**config.mk**
```make
export PLATFORM = sky130hd
export DESIGN_NAME = datamover_mc_fsm
export DESIGN_NICKNAME = d
export VERILOG_FILES = /design/src/rtl/datamover_mc_fsm_pkg.sv /design/src/rtl/datamover_mc_fsm_ch_tracker.sv /design/src/rtl/datamover_mc_fsm.sv
export SDC_FILE = /design/constraint.sdc
export NUM_CORES = 1
export LEC_CHECK = 0
export ABC_AREA = 1
export BUFFER_PORTS_ARGS = -buffer_cell sky130_fd_sc_hd__clkbuf_2
export CAP_MARGIN = 20
export CELL_PAD_IN_SITES_DETAIL_PLACEMENT = 0
export CELL_PAD_IN_SITES_GLOBAL_PLACEMENT = 1
export CORE_AREA = 2 2 268 270
export DETAILED_ROUTE_END_ITERATION = 8
export DIE_AREA = 0 0 270 272
export PLACE_DENSITY_LB_ADDON = 0.1
export RECOVER_POWER = 25
export SLEW_MARGIN = 25
export SYNTH_ARGS = -nofsm -noshare
export SYNTH_HDL_FRONTEND = slang
export SYNTH_SLANG_ARGS = --single-unit
```
**constraint.sdc**
```tcl
create_clock -name clk_i -period 5.2 [get_ports clk_i]
set_input_delay 0.26 -clock clk_i [delete_from_list [all_inputs] [get_ports clk_i]]
set_output_delay 0.26 -clock clk_i [all_outputs]
set_load 0.02 [all_outputs]
```
**src/rtl/datamover_mc_fsm_pkg.sv**
```systemverilog
// rtl/datamover_mc_fsm_pkg.sv - shared types for the multi-channel datamover control FSM
package datamover_mc_fsm_pkg;

  localparam int unsigned DM_NB_CH  = 4;
  localparam int unsigned DM_ADDR_W = 32;
  localparam int unsigned DM_LEN_W  = 16;

  typedef enum logic [2:0] {
    DM_IDLE   = 3'd0,
    DM_LAUNCH = 3'd1,
    DM_WAIT   = 3'd2,
    DM_DRAIN  = 3'd3,
    DM_FINISH = 3'd4
  } dm_state_e;

  typedef enum logic {
    DM_SEQ  = 1'b0,
    DM_CONC = 1'b1
  } dm_mode_e;

  // Register-file view of one channel and of the status flags at default widths
  typedef struct packed {
    logic [DM_ADDR_W-1:0] src_addr;
    logic [DM_ADDR_W-1:0] dst_addr;
    logic [DM_LEN_W-1:0]  len;
  } ctrl_dm_ch_t;

  typedef struct packed {
    logic                busy;
    logic                done;
    logic [DM_NB_CH-1:0] ch_done;
    logic [DM_LEN_W-1:0] cycles;
  } flags_dm_t;

endpackage

```
**src/rtl/datamover_mc_fsm_ch_tracker.sv**
```systemverilog
// rtl/datamover_mc_fsm_ch_tracker.sv - per-channel seen-bit capture, pending and sticky done
module datamover_ch_tracker (
  input  logic clk_i,
  input  logic rst_ni,
  input  logic clear_i,
  input  logic snap_i,
  input  logic snap_en_i,
  input  logic snap_zero_i,
  input  logic launch_i,
  input  logic retire_i,
  input  logic src_done_i,
  input  logic snk_done_i,
  output logic pending_o,
  output logic both_o,
  output logic ch_done_o
);

  logic launched;
  logic src_seen;
  logic snk_seen;

  assign both_o = src_seen & snk_seen;

  // launched is set on the same edge as the start pulse, so dones in the launch cycle are kept
  always_ff @(posedge clk_i or negedge rst_ni) begin
    if (!rst_ni) begin
      pending_o <= 1'b0;
      ch_done_o <= 1'b0;
      launched  <= 1'b0;
      src_seen  <= 1'b0;
      snk_seen  <= 1'b0;
    end else if (clear_i) begin
      pending_o <= 1'b0;
      ch_done_o <= 1'b0;
      launched  <= 1'b0;
      src_seen  <= 1'b0;
      snk_seen  <= 1'b0;
    end else if (snap_i) begin
      pending_o <= snap_en_i;
      ch_done_o <= snap_zero_i;
      launched  <= launch_i;
      src_seen  <= 1'b0;
      snk_seen  <= 1'b0;
    end else begin
      launched <= launched | launch_i;
      if (launched) begin
        src_seen <= src_seen | src_done_i;
        snk_seen <= snk_seen | snk_done_i;
      end
      if (retire_i) begin
        pending_o <= 1'b0;
        ch_done_o <= 1'b1;
      end
    end
  end

endmodule

```
**src/rtl/datamover_mc_fsm.sv**
```systemverilog
// rtl/datamover_mc_fsm.sv - multi-channel datamover control FSM: launch, track, drain, complete
module datamover_mc_fsm
  import datamover_mc_fsm_pkg::*;
#(
  parameter int unsigned NB_CH  = 4,
  parameter int unsigned ADDR_W = 32,
  parameter int unsigned LEN_W  = 16
) (
  input  logic                    clk_i,
  input  logic                    rst_ni,
  input  logic                    clear_i,
  input  logic                    start_i,
  input  logic                    mode_i,
  input  logic [NB_CH-1:0]        ch_mask_i,
  input  logic [NB_CH*ADDR_W-1:0] src_addr_i,
  input  logic [NB_CH*ADDR_W-1:0] dst_addr_i,
  input  logic [NB_CH*LEN_W-1:0]  len_i,
  input  logic [NB_CH-1:0]        src_done_i,
  input  logic [NB_CH-1:0]        snk_done_i,
  input  logic                    tcdm_fifo_empty_i,
  output logic [NB_CH-1:0]        src_start_o,
  output logic [NB_CH-1:0]        snk_start_o,
  output logic [NB_CH*ADDR_W-1:0] src_addr_o,
  output logic [NB_CH*ADDR_W-1:0] dst_addr_o,
  output logic [NB_CH*LEN_W-1:0]  len_o,
  output logic                    busy_o,
  output logic                    done_o,
  output logic [NB_CH-1:0]        ch_done_o,
  output logic [LEN_W-1:0]        cycles_o
);

  dm_state_e  state;
  dm_mode_e   mode_q;

  logic [NB_CH-1:0] pending;
  logic [NB_CH-1:0] both;
  logic [NB_CH-1:0] len_nz;
  logic [NB_CH-1:0] eff_mask;
  logic [NB_CH-1:0] launch;
  logic [NB_CH-1:0] retire;
  logic [NB_CH-1:0] next_pend;
  logic             accept;

  // Priority encoder: one-hot of the lowest set bit
  function automatic logic [NB_CH-1:0] lowest_set(input logic [NB_CH-1:0] v);
    lowest_set = v & (~v + NB_CH'(1));
  endfunction

  always_comb begin
    for (int c = 0; c < NB_CH; c++) begin
      len_nz[c] = |len_i[c*LEN_W +: LEN_W];
    end
    eff_mask = ch_mask_i & len_nz;
    accept   = (state == DM_IDLE) && start_i;
    retire   = '0;
    if (state == DM_WAIT) begin
      retire = (mode_q == DM_SEQ) ? (lowest_set(pending) & both) : (pending & both);
    end
    next_pend = pending & ~retire;
    launch    = '0;
    if (accept) begin
      launch = (mode_i == 1'b1) ? eff_mask : lowest_set(eff_mask);
    end else if ((state == DM_WAIT) && (mode_q == DM_SEQ) && (retire != '0)) begin
      launch = lowest_set(next_pend);
    end
  end

  for (genvar c = 0; c < NB_CH; c++) begin : g_trk
    datamover_ch_tracker u_trk (
      .clk_i      (clk_i),
      .rst_ni     (rst_ni),
      .clear_i    (clear_i),
      .snap_i     (accept),
      .snap_en_i  (eff_mask[c]),
      .snap_zero_i(ch_mask_i[c] & ~len_nz[c]),
      .launch_i   (launch[c]),
      .retire_i   (retire[c]),
      .src_done_i (src_done_i[c]),
      .snk_done_i (snk_done_i[c]),
      .pending_o  (pending[c]),
      .both_o     (both[c]),
      .ch_done_o  (ch_done_o[c])
    );
  end

  always_ff @(posedge clk_i or negedge rst_ni) begin
    if (!rst_ni) begin
      state       <= DM_IDLE;
      mode_q      <= DM_SEQ;
      src_start_o <= '0;
      snk_start_o <= '0;
      src_addr_o  <= '0;
      dst_addr_o  <= '0;
      len_o       <= '0;
      busy_o      <= 1'b0;
      done_o      <= 1'b0;
      cycles_o    <= '0;
    end else if (clear_i) begin
      state       <= DM_IDLE;
      mode_q      <= DM_SEQ;
      src_start_o <= '0;
      snk_start_o <= '0;
      src_addr_o  <= '0;
      dst_addr_o  <= '0;
      len_o       <= '0;
      busy_o      <= 1'b0;
      done_o      <= 1'b0;
      cycles_o    <= '0;
    end else begin
      src_start_o <= launch;
      snk_start_o <= launch;
      done_o      <= 1'b0;
      if (busy_o && (cycles_o != '1)) begin
        cycles_o <= cycles_o + LEN_W'(1);
      end
      case (state)
        DM_IDLE: begin
          if (start_i) begin
            mode_q     <= dm_mode_e'(mode_i);
            src_addr_o <= src_addr_i;
            dst_addr_o <= dst_addr_i;
            len_o      <= len_i;
            cycles_o   <= '0;
            busy_o     <= 1'b1;
            state      <= (eff_mask != '0) ? DM_LAUNCH : DM_DRAIN;
          end
        end
        DM_LAUNCH: state <= DM_WAIT;
        DM_WAIT: begin
          // Concurrent mode retires channels as they complete and stays here until none remain
          if (retire != '0) begin
            if (next_pend == '0) begin
              state <= DM_DRAIN;
            end else if (mode_q == DM_SEQ) begin
              state <= DM_LAUNCH;
            end
          end
        end
        DM_DRAIN: begin
          if (tcdm_fifo_empty_i) begin
            state  <= DM_FINISH;
            done_o <= 1'b1;
          end
        end
        DM_FINISH: begin
          state  <= DM_IDLE;
          busy_o <= 1'b0;
        end
        default: state <= DM_IDLE;
      endcase
    end
  end

endmodule
```
==> flow_summary.json, run 1 <==
{
  "grt_pass1_vias": 13800,
  "syn_to_final_growth_pct": 63.3,
  "ioPinCount": 688,
  "wirelength_um": 58800,
  "ir_worst_vdd_v": 0.000251,
  "cts-root-buf": "clkbuf_16",
  "yosysTopAreaCellShare": 0.659,
  "place_ws_ns": 2.79,
  "path_max_fanout": 95,
  "muxShareOfSynthArea": 0,
  "yosys_warnings": 0,
  "power.leakage_nw": 11.3,
  "drtPass1Iterations": 4,
  "syn_avg_cell_area_um2": 13.0,
  "syn_inst": 1070,
  "relSlewSlack": -0.741,
  "worstMarginPinSlew_ns": 2.61,
  "slew_viol_final": 94,
  "yosys.area.top_type": "dfrtp_1",
  "layout_commonest_cell": "clkbuf_2",
  "cts.clk_slew.worst_paths_ns": 0.06,
  "fmax_mhz": 333,
  "grt_antenna_before_repair": 3,
  "drive_gt1_frac": 0.288,
  "initial_core_util": 0.196,
  "grt_usage": 0.156,
  "numPortBuffers": 687,
  "wl_per_cell_um": 19.3,
  "final.setup.tns_ns": 0,
  "synth.distinct_cells": 38,
  "htree_num_levels": 2,
  "ys_seq_area_frac": 0.659,
  "min_period_ns": 3.00,
  "start_kind": "input pin",
  "cap_viol_max_count": 1,
  "critical_path_class": "input pin to async pin",
  "cts.sinks": 366,
  "synth_top_family_by_area": "compound AO/OA/AOI/OAI gates",
  "violations": "capacitance limit, slew limit",
  "avgViaCountPerCell": 4.15,
  "setup_viol": 0,
  "synth-xor-area-share": 0.00378,
  "post_cts_resize_count": 0,
  "cpPeakStageDelay_ns": 1.84,
  "clock_skew_ns": 0.0110,
  "dpl.cell_count": 2636,
  "synth-simple-area-share": 0.0655,
  "synthAdderAreaFrac": 0.000900,
  "fin_util": 0.321,
  "die_w_um": 270,
  "drtIter0Drc": 453,
  "rsz0062_at_grt": "false",
  "numCtsBuffers": 48,
  "postLayoutSetupSlackWorst_ns": 2.20,
  "gp_congestion": 0.823,
  "synth_compound_gate_area_share": 0.221,
  "antenna_left": 0,
  "cts_buffer_depth": 3,
  "dp_hpwl_um": 41500,
  "grt_pass1_wl_um": 88400,
  "synth_nets": 1409,
  "cts_tree": "built",
  "critical_path_arrival_ns": 3.61,
  "critPathCaptureType": "async pin",
  "post_cts_buffers": 0,
  "ff2ff_setup_slack_ns": 2.77,
  "die_h_um": 272,
  "synth_area_leaders": "dfrtp_1 66%, a22o_1 20%, nand2_1 2.2%",
  "post-route-period-util": 0.578,
  "drc": 0,
  "synth-main-ff-cell": "dfrtp_1",
  "hold_violations": 0,
  "coreArea_um2": 70800,
  "outcome": "finished, violations left",
  "async_flop_share": 1.00,
  "crit_required_ns": 5.80,
  "nNetsFinal": 2410,
  "cts_hold_buffers": 335,
  "grt_max_degree": 142,
  "crit_chain": "dlygate4sd3_1 > clkbuf_2 > buf_4",
  "slowest_stage": "clkbuf_2",
  "synth_edf_count": 0,
  "core.rowCount": 98,
  "overflow": 0,
  "floorplan.die_area_um2": 73400,
  "vias": 12700,
  "most-common-layout-cells": "509 x clkbuf_2, 366 x dfrtp_1, 335 x dlygate4sd3_1",
  "hp-class": "input pin to flop",
  "clock_latency_ns": 0.57,
  "layoutNonFillerInstCount": 3053,
  "powerDensity_nw_per_um2": 416,
  "netlist_area_um2": 13900,
  "ys_ff_latch": 366
}
-- kinds of logic (layout without fill, tap and decap cells) --
kind of cell | count (synthesis) | count (layout)
fa+ha+maj | 1 | 1
other cells | 0 | 2
flops | 366 | 366
compound gates | 369 | 369
simple gates | 208 | 208
xor+xnor | 6 | 6
buf+inv | 120 | 1151
-- sequential cells by signal, summed over array words and instances (netlist names) --
register / flops
busy_o: 1
cycles_o: 16
done_o: 1
dst_addr_o: 128
g_trk.u_trk.ch_done_o: 4
g_trk.u_trk.launched: 4
g_trk.u_trk.pending_o: 4
g_trk.u_trk.snk_seen: 4
g_trk.u_trk.src_seen: 4
len_o: 64
mode_q: 1
snk_start_o: 4
src_addr_o: 128
state: 3
-- power by group --
group	switching [mW]	internal (mW)
combinational	1.75	0.955
clock	1.28	1.80
sequential	0.311	3.36
-- stage by stage --
| stage | area, um^2 | hold WS [ns] | power, mW |
|---|---|---|---|
| final | 22700 | 0.109 | 9.45 |
| after global placement | 18200 | 0.381 | 6.30 |
| after CTS | 22900 | 0.0657 | 9.71 |
| after detailed placement | 18200 | 0.379 | 6.30 |
| after floorplan | 13900 | -0.0356 | 5.23 |
| after global routing | 22700 | 0.0880 | 9.98 |
-- layer usage --
layer / part of all wire / track usage / routed length [um] / vias to the layer above
met3: 0.076 / 0.0500 / 4450 / 89
met1: 0.40 / 0.181 / 23600 / 6213
met2: 0.49 / 0.273 / 29100 / 440
li1: - / - / - / 5914
met4: 0.029 / 0.0482 / 1690 / 2
met5: 0.00012 / 0 / 7 / -
-- final timing paths --
kind                       cells after the start                      end               startpoint
max                                            3           src_addr_o[35]                   rst_ni
min                                            2           snk_start_o[2]                  clear_i
max reg2reg                                    7           src_addr_o[45]                 state[0]
min reg2reg                                    2  g_trk[1].u_trk.snk_seen  g_trk[1].u_trk.snk_seen
max in group clk_i                             7           src_addr_o[45]                 state[0]
min in group asynchronous                      2           dst_addr_o[53]                   rst_ni
-- critical path, delay by kind of cell --
kind	cells	cell delay [ns]
buf+inv	3	3.25
-- Yosys cell counts (all sizes together), types with 2 or more instances --
cell type,number
nand3,18
o21bai,3
buf,80
clkbuf,3
a21oi,19
o22ai,6
nor3,6
nand2,85
xor2,6
dfrtp,366
a22o,318
inv,37
nor4,2
o21ai,20
nand4,5
nor2,88
-- final cells by class --
| class | instances | area, um^2 |
|---|---|---|
| clock buffer | 69 | 1360 |
| inverter | 37 | 139 |
| clock inverter | 11 | 61.3 |
| sequential | 366 | 9160 |
| antenna | 2 | 5.00 |
| timing repair buffer | 1034 | 6730 |
| multi-input combinational | 584 | 4050 |
| fill | 7416 | 48100 |
| tap | 950 | 1190 |
Power figures use the tool's default switching activity.
==> run 2: changes to the inputs <==
--- a/config.mk
+++ b/config.mk
@@ -10,9 +10,9 @@
 export CAP_MARGIN = 20
 export CELL_PAD_IN_SITES_DETAIL_PLACEMENT = 0
 export CELL_PAD_IN_SITES_GLOBAL_PLACEMENT = 1
-export CORE_AREA = 2 2 268 270
+export CORE_AREA = 2 2 264 266
 export DETAILED_ROUTE_END_ITERATION = 8
-export DIE_AREA = 0 0 270 272
+export DIE_AREA = 0 0 266 268
 export PLACE_DENSITY_LB_ADDON = 0.1
 export RECOVER_POWER = 25
 export SLEW_MARGIN = 25
==> constraint.sdc (replaced) <==
create_clock -name clk_i -period 2.5 [get_ports clk_i]
set_input_delay 0.125 -clock clk_i [delete_from_list [all_inputs] [get_ports clk_i]]
set_output_delay 0.125 -clock clk_i [all_outputs]
set_load 0.02 [all_outputs]
==> flow_summary.json, run 2 (synthesis gave the netlist of run 1 again) <==
{
  "grt_util_met3": 0.0467,
  "p_sw_frac": 0.344,
  "cap_viol_max_count": 1,
  "crit_chain": "nor2_2 > nand2_2 > nor2_4 > inv_2 > nor2_8 > buf_12 > buf_4 > a22o_1",
  "place_ws_ns": 0.501,
  "core.rowCount": 96,
  "gp_congestion": 0.799,
  "post-route-period-util": 0.794,
  "die_w_um": 266,
  "postLayoutSetupSlackWorst_ns": 0.516,
  "cts_tree": "built",
  "hp-class": "input pin to flop",
  "antenna_left": 0,
  "worstMarginPinSlew_ns": 1.54,
  "clock_latency_ns": 0.56,
  "final.setup.tns_ns": 0,
  "relSlewSlack": -0.0259,
  "hold_violations": 0,
  "drc": 0,
  "crit_buf_inv": 3,
  "ioPinCount": 688,
  "grt_pass1_wl_um": 88500,
  "power.leakage_nw": 12.1,
  "pwr-share-clk": 0.333,
  "cts_buffer_depth": 3,
  "path_delay_family": "buffers and inverters",
  "grt_util_met1": 0.192,
  "grtUsageMet2": 0.289,
  "drtPass1Iterations": 4,
  "most-common-layout-cells": "686 x clkbuf_2, 366 x dfrtp_1, 337 x dlygate4sd3_1",
  "layout_commonest_cell": "clkbuf_2",
  "vias": 12900,
  "floorplan.die_area_um2": 71300,
  "critical_path_class": "flop to flop",
  "cts.sinks": 366,
  "coreArea_um2": 68200,
  "rsz0062_at_grt": "false",
  "power.switching_mw": 6.98,
  "grt_antenna_before_repair": 6,
  "initial_core_util": 0.204,
  "ff2ff_setup_slack_ns": 0.52,
  "cts.clk_slew.worst_paths_ns": 0.06,
  "overflow": 0,
  "p_seq_frac": 0.375,
  "violations": "capacitance limit, slew limit",
  "layout.area.seq_um2": 9160,
  "drive_gt1_frac": 0.376,
  "clock_skew_ns": 0.0170,
  "post_cts_resize_count": 0,
  "die_h_um": 268,
  "ir_worst_vdd_v": 0.000411,
  "cpPeakStageDelay_ns": 0.42,
  "wl_per_cell_um": 19.9,
  "powerDensity_nw_per_um2": 874,
  "drtIter0Drc": 647,
  "fmax_mhz": 504,
  "grt_pass1_vias": 13700,
  "setup_viol": 0,
  "combPwrFrac": 0.292,
  "numPortBuffers": 687,
  "critical_path_arrival_ns": 2.49,
  "nNetsFinal": 2433,
  "dp_hpwl_um": 44400,
  "grt_max_degree": 88,
  "num-fill-cells": 7019,
  "htree_num_levels": 2,
  "critPathCaptureType": "flop",
  "largestRegisters": "dst_addr_o: 128 flops, src_addr_o: 128 flops, len_o: 64 flops",
  "avgViaCountPerCell": 4.27,
  "path_max_fanout": 55,
  "wirelength_um": 60000,
  "grt.busiest_layer": "met2",
  "slowest_stage": "dfrtp_1",
  "crit_required_ns": 3.00,
  "numCtsBuffers": 46,
  "outcome": "finished, violations left",
  "grt_usage": 0.164,
  "syn_to_final_growth_pct": 67.1,
  "cts-root-buf": "clkbuf_16",
  "min_period_ns": 1.98,
  "multi_input_area_um2": 4050,
  "slew_viol_final": 82,
  "start_kind": "flop",
  "internal-power_mw": 13.3
}
-- run 2: worst paths after layout --
path / start / endpoint / depth (start not counted)
worst max-delay path: state[0] / dst_addr_o[108] / 8
worst min-delay path: dst_addr_i[94] / dst_addr_o[94] / 3
worst max register to register: state[0] / dst_addr_o[108] / 8
worst min register to register: g_trk[1].u_trk.src_seen / g_trk[1].u_trk.src_seen / 2
max in group asynchronous: rst_ni / len_o[5] / 3
min in group asynchronous: rst_ni / src_addr_o[34] / 2
-- run 2: cell type report --
class / instances / area share
Timing Repair Buffer: 1059 / 0.312
Tap cell: 882 / 0.0475
Clock buffer: 69 / 0.0581
Clock inverter: 9 / 0.00722
Inverter: 37 / 0.00598
Antenna cell: 5 / 0.000539
Sequential cell: 366 / 0.394
Multi-Input combinational cell: 584 / 0.174
-- run 2: metrics by stage --
stage / util / cell area (um^2) / std cells / total power, mW / hold WS, ns
final: 0.340 / 23200 / 3011 / 20.3 / 0.307
after CTS: 0.341 / 23300 / 3006 / 20.7 / 0.198
after global routing: 0.340 / 23200 / 3010 / 21.4 / 0.286
after floorplan: - / 13900 / 1070 / 10.9 / -0.171
after global placement: 0.269 / 18400 / 2591 / 13.3 / 0.243
after detailed placement: 0.269 / 18400 / 2591 / 13.3 / 0.243
-- run 2: routing by layer --
layer / vias to the layer above / share of wire
li1: 5974 / -
met1: 6356 / 0.39
met2: 441 / 0.51
met3: 90 / 0.072
met4: 2 / 0.028
met5: - / 0.00022
-- run 2: tightest hold or removal path: cells and delay by family --
kind | cells | cell delay (ns)
buffers and inverters | 2 | 0.61
AOI/OAI and AO/OA | 1 | 0.11
-- run 2: power groups by stage --
stage	clock [mW]	combinational [mW]	sequential, mW
after CTS	7.04	6.05	7.62
after global routing	7.26	6.39	7.76
after floorplan	0	1.98	8.90
after global placement	0	5.58	7.71
final	6.76	5.93	7.62
after detailed placement	0	5.58	7.71
-- run 2: what timing repair did --
action                    in CTS  in global routing
hold buffers                 337                  0
buffers inserted               0                  0
hold endpoints to repair     417                  0
==> run 3: changes to the inputs <==
--- a/config.mk
+++ b/config.mk
@@ -10,9 +10,9 @@
 export CAP_MARGIN = 20
 export CELL_PAD_IN_SITES_DETAIL_PLACEMENT = 0
 export CELL_PAD_IN_SITES_GLOBAL_PLACEMENT = 1
-export CORE_AREA = 2 2 264 266
+export CORE_AREA = 2 2 271 273
 export DETAILED_ROUTE_END_ITERATION = 8
-export DIE_AREA = 0 0 266 268
+export DIE_AREA = 0 0 273 275
 export PLACE_DENSITY_LB_ADDON = 0.1
 export RECOVER_POWER = 25
 export SLEW_MARGIN = 25
==> constraint.sdc (replaced) <==
create_clock -name clk_i -period 2 [get_ports clk_i]
set_input_delay 0.1 -clock clk_i [delete_from_list [all_inputs] [get_ports clk_i]]
set_output_delay 0.1 -clock clk_i [all_outputs]
set_load 0.02 [all_outputs]
==> flow_summary.json, run 3 (synthesis gave the netlist of run 1 again) <==
{
  "final.setup.tns_ns": 0,
  "most-common-layout-cells": "689 x clkbuf_2, 366 x dfrtp_1, 337 x dlygate4sd3_1",
  "p_seq_frac": 0.374,
  "drc": 0,
  "floorplan.die_area_um2": 75100,
  "post-route-period-util": 0.926,
  "largestRegisters": "dst_addr_o: 128 flops, src_addr_o: 128 flops, len_o: 64 flops",
  "outcome": "complete, no violations",
  "cts-root-buf": "clkbuf_16",
  "combPwrFrac": 0.302,
  "drtPass1Iterations": 5,
  "crit_required_ns": 2.51,
  "numCtsBuffers": 47,
  "grt_pass1_vias": 13800,
  "antenna_left": 0,
  "layoutNonFillerInstCount": 3108,
  "die_h_um": 275,
  "placed_cell_area_um2": 18800,
  "drtIter0Drc": 508,
  "start_kind": "flop",
  "avgViaCountPerCell": 4.13,
  "fin_area_um2": 23500,
  "vias": 12800,
  "numPortBuffers": 687,
  "hold_violations": 0,
  "layout.area.seq_um2": 9160,
  "slew_viol_final": 0,
  "worstMarginPinSlew_ns": 1.03,
  "hold_ws_ns": 0.275,
  "die_w_um": 273,
  "min_period_ns": 1.85,
  "fmax_mhz": 540,
  "critical_path_arrival_ns": 2.36,
  "ir_worst_vdd_v": 0.000587,
  "core.rowCount": 99,
  "layout_commonest_cell": "clkbuf_2",
  "multi_input_area_um2": 4050,
  "coreArea_um2": 72300,
  "clock_latency_ns": 0.58,
  "grt_max_degree": 68,
  "finalPower_mw": 25.4,
  "dpl.cell_count": 2689,
  "path_max_fanout": 43,
  "cts.sinks": 366,
  "dp_hpwl_um": 44900,
  "num-fill-cells": 7535,
  "relSlewSlack": 0.313,
  "syn_to_final_growth_pct": 69.3,
  "wl_per_cell_um": 19.4,
  "clock_skew_ns": 0.0215,
  "cts_buffer_depth": 3,
  "critical_path_class": "flop to flop",
  "drive_gt1_frac": 0.382,
  "pwr-share-clk": 0.324,
  "internal-power_mw": 16.7,
  "grt_antenna_before_repair": 4,
  "cap_viol_max_count": 0,
  "hp-class": "input pin to flop",
  "ioPinCount": 688,
  "wirelength_um": 60300,
  "powerDensity_nw_per_um2": 1080,
  "setup_viol": 0,
  "overflow": 0,
  "cts_tree": "built",
  "cts.clk_slew.worst_paths_ns": 0.06,
  "initial_core_util": 0.192,
  "critPathCaptureType": "flop",
  "gp_congestion": 0.809,
  "nNetsFinal": 2457,
  "grt_usage": 0.155,
  "htree_num_levels": 2,
  "p_sw_frac": 0.345,
  "power.switching_mw": 8.76,
  "power.leakage_nw": 12.2,
  "grt_pass1_wl_um": 88700
}
## run 3: cell types whose count changed in the layout (fill, tap and decap cells not counted), sizes merged
cell    change
clkinv      -1
clkbuf      +5
buf        +16
diode       -2
inv         +3
bufinv      -1
## run 3: final timing paths
path                                               from                       to  slack (ns)  cells after the start
worst max-delay path                           state[0]          src_addr_o[111]        0.15                      8
worst min-delay path                     src_addr_i[62]           src_addr_o[62]        0.28                      3
worst max register to register                 state[0]          src_addr_o[111]        0.15                      8
worst min register to register  g_trk[1].u_trk.snk_seen  g_trk[1].u_trk.snk_seen        0.48                      2
max in group asynchronous                        rst_ni          src_addr_o[114]        0.30                      3
min in group asynchronous                        rst_ni           dst_addr_o[66]        0.30                      2
## run 3: power by group through the flow
stage	Combinational [mW]	Sequential, mW	Clock, mW
floorplan	2.47	11.1	0
global placement	7.23	9.63	0
detailed placement	7.23	9.63	0
CTS	7.82	9.52	8.58
global route	8.27	9.68	8.88
finish	7.68	9.51	8.24
## run 3: repair_timing
item,in CTS,in global routing
setup endpoints to repair,0,12
setup buffers,0,1
hold buffers,337,0
hold endpoints to repair,529,0
resized for setup,0,1
## run 3: metal layers
| metal | track usage | up-vias | share of wire |
|---|---|---|---|
| met3 | 0.0382 | 96 | 0.061 |
| li1 | - | 6004 | - |
| met1 | 0.181 | 6330 | 0.40 |
| met2 | 0.275 | 408 | 0.51 |
| met4 | 0.0531 | 2 | 0.031 |
| met5 | 0 | - | 0.00022 |
## run 3: final cells by class
| class | instances | share of cell area |
|---|---|---|
| flip-flops and latches | 366 | 0.389 |
| repair buffers | 1082 | 0.320 |
| inverters | 37 | 0.00590 |
| clock buffers | 67 | 0.0561 |
| clock inverters | 10 | 0.00595 |
| multi-input cells | 584 | 0.172 |
| diodes | 3 | 0.000319 |
| well taps | 959 | 0.0510 |
## run 3: worst max-delay path: stages (launching register included)
cell     delay, ns
dfrtp_1       0.42
nor2_2        0.15
nand2_2       0.11
nor2_4        0.16
inv_2         0.11
nor2_8        0.19
buf_12        0.26
buf_12        0.21
a22o_1        0.15
## run 3: metrics by stage
| stage | worst slack [ns] | util |
|---|---|---|
| after global routing | -0.0000242 | 0.325 |
| after detailed placement | 0.148 | 0.259 |
| final | 0.147 | 0.325 |
| after global placement | 0.123 | 0.259 |
| after floorplan | 0.228 | - |
| after CTS | 0.116 | 0.326 |
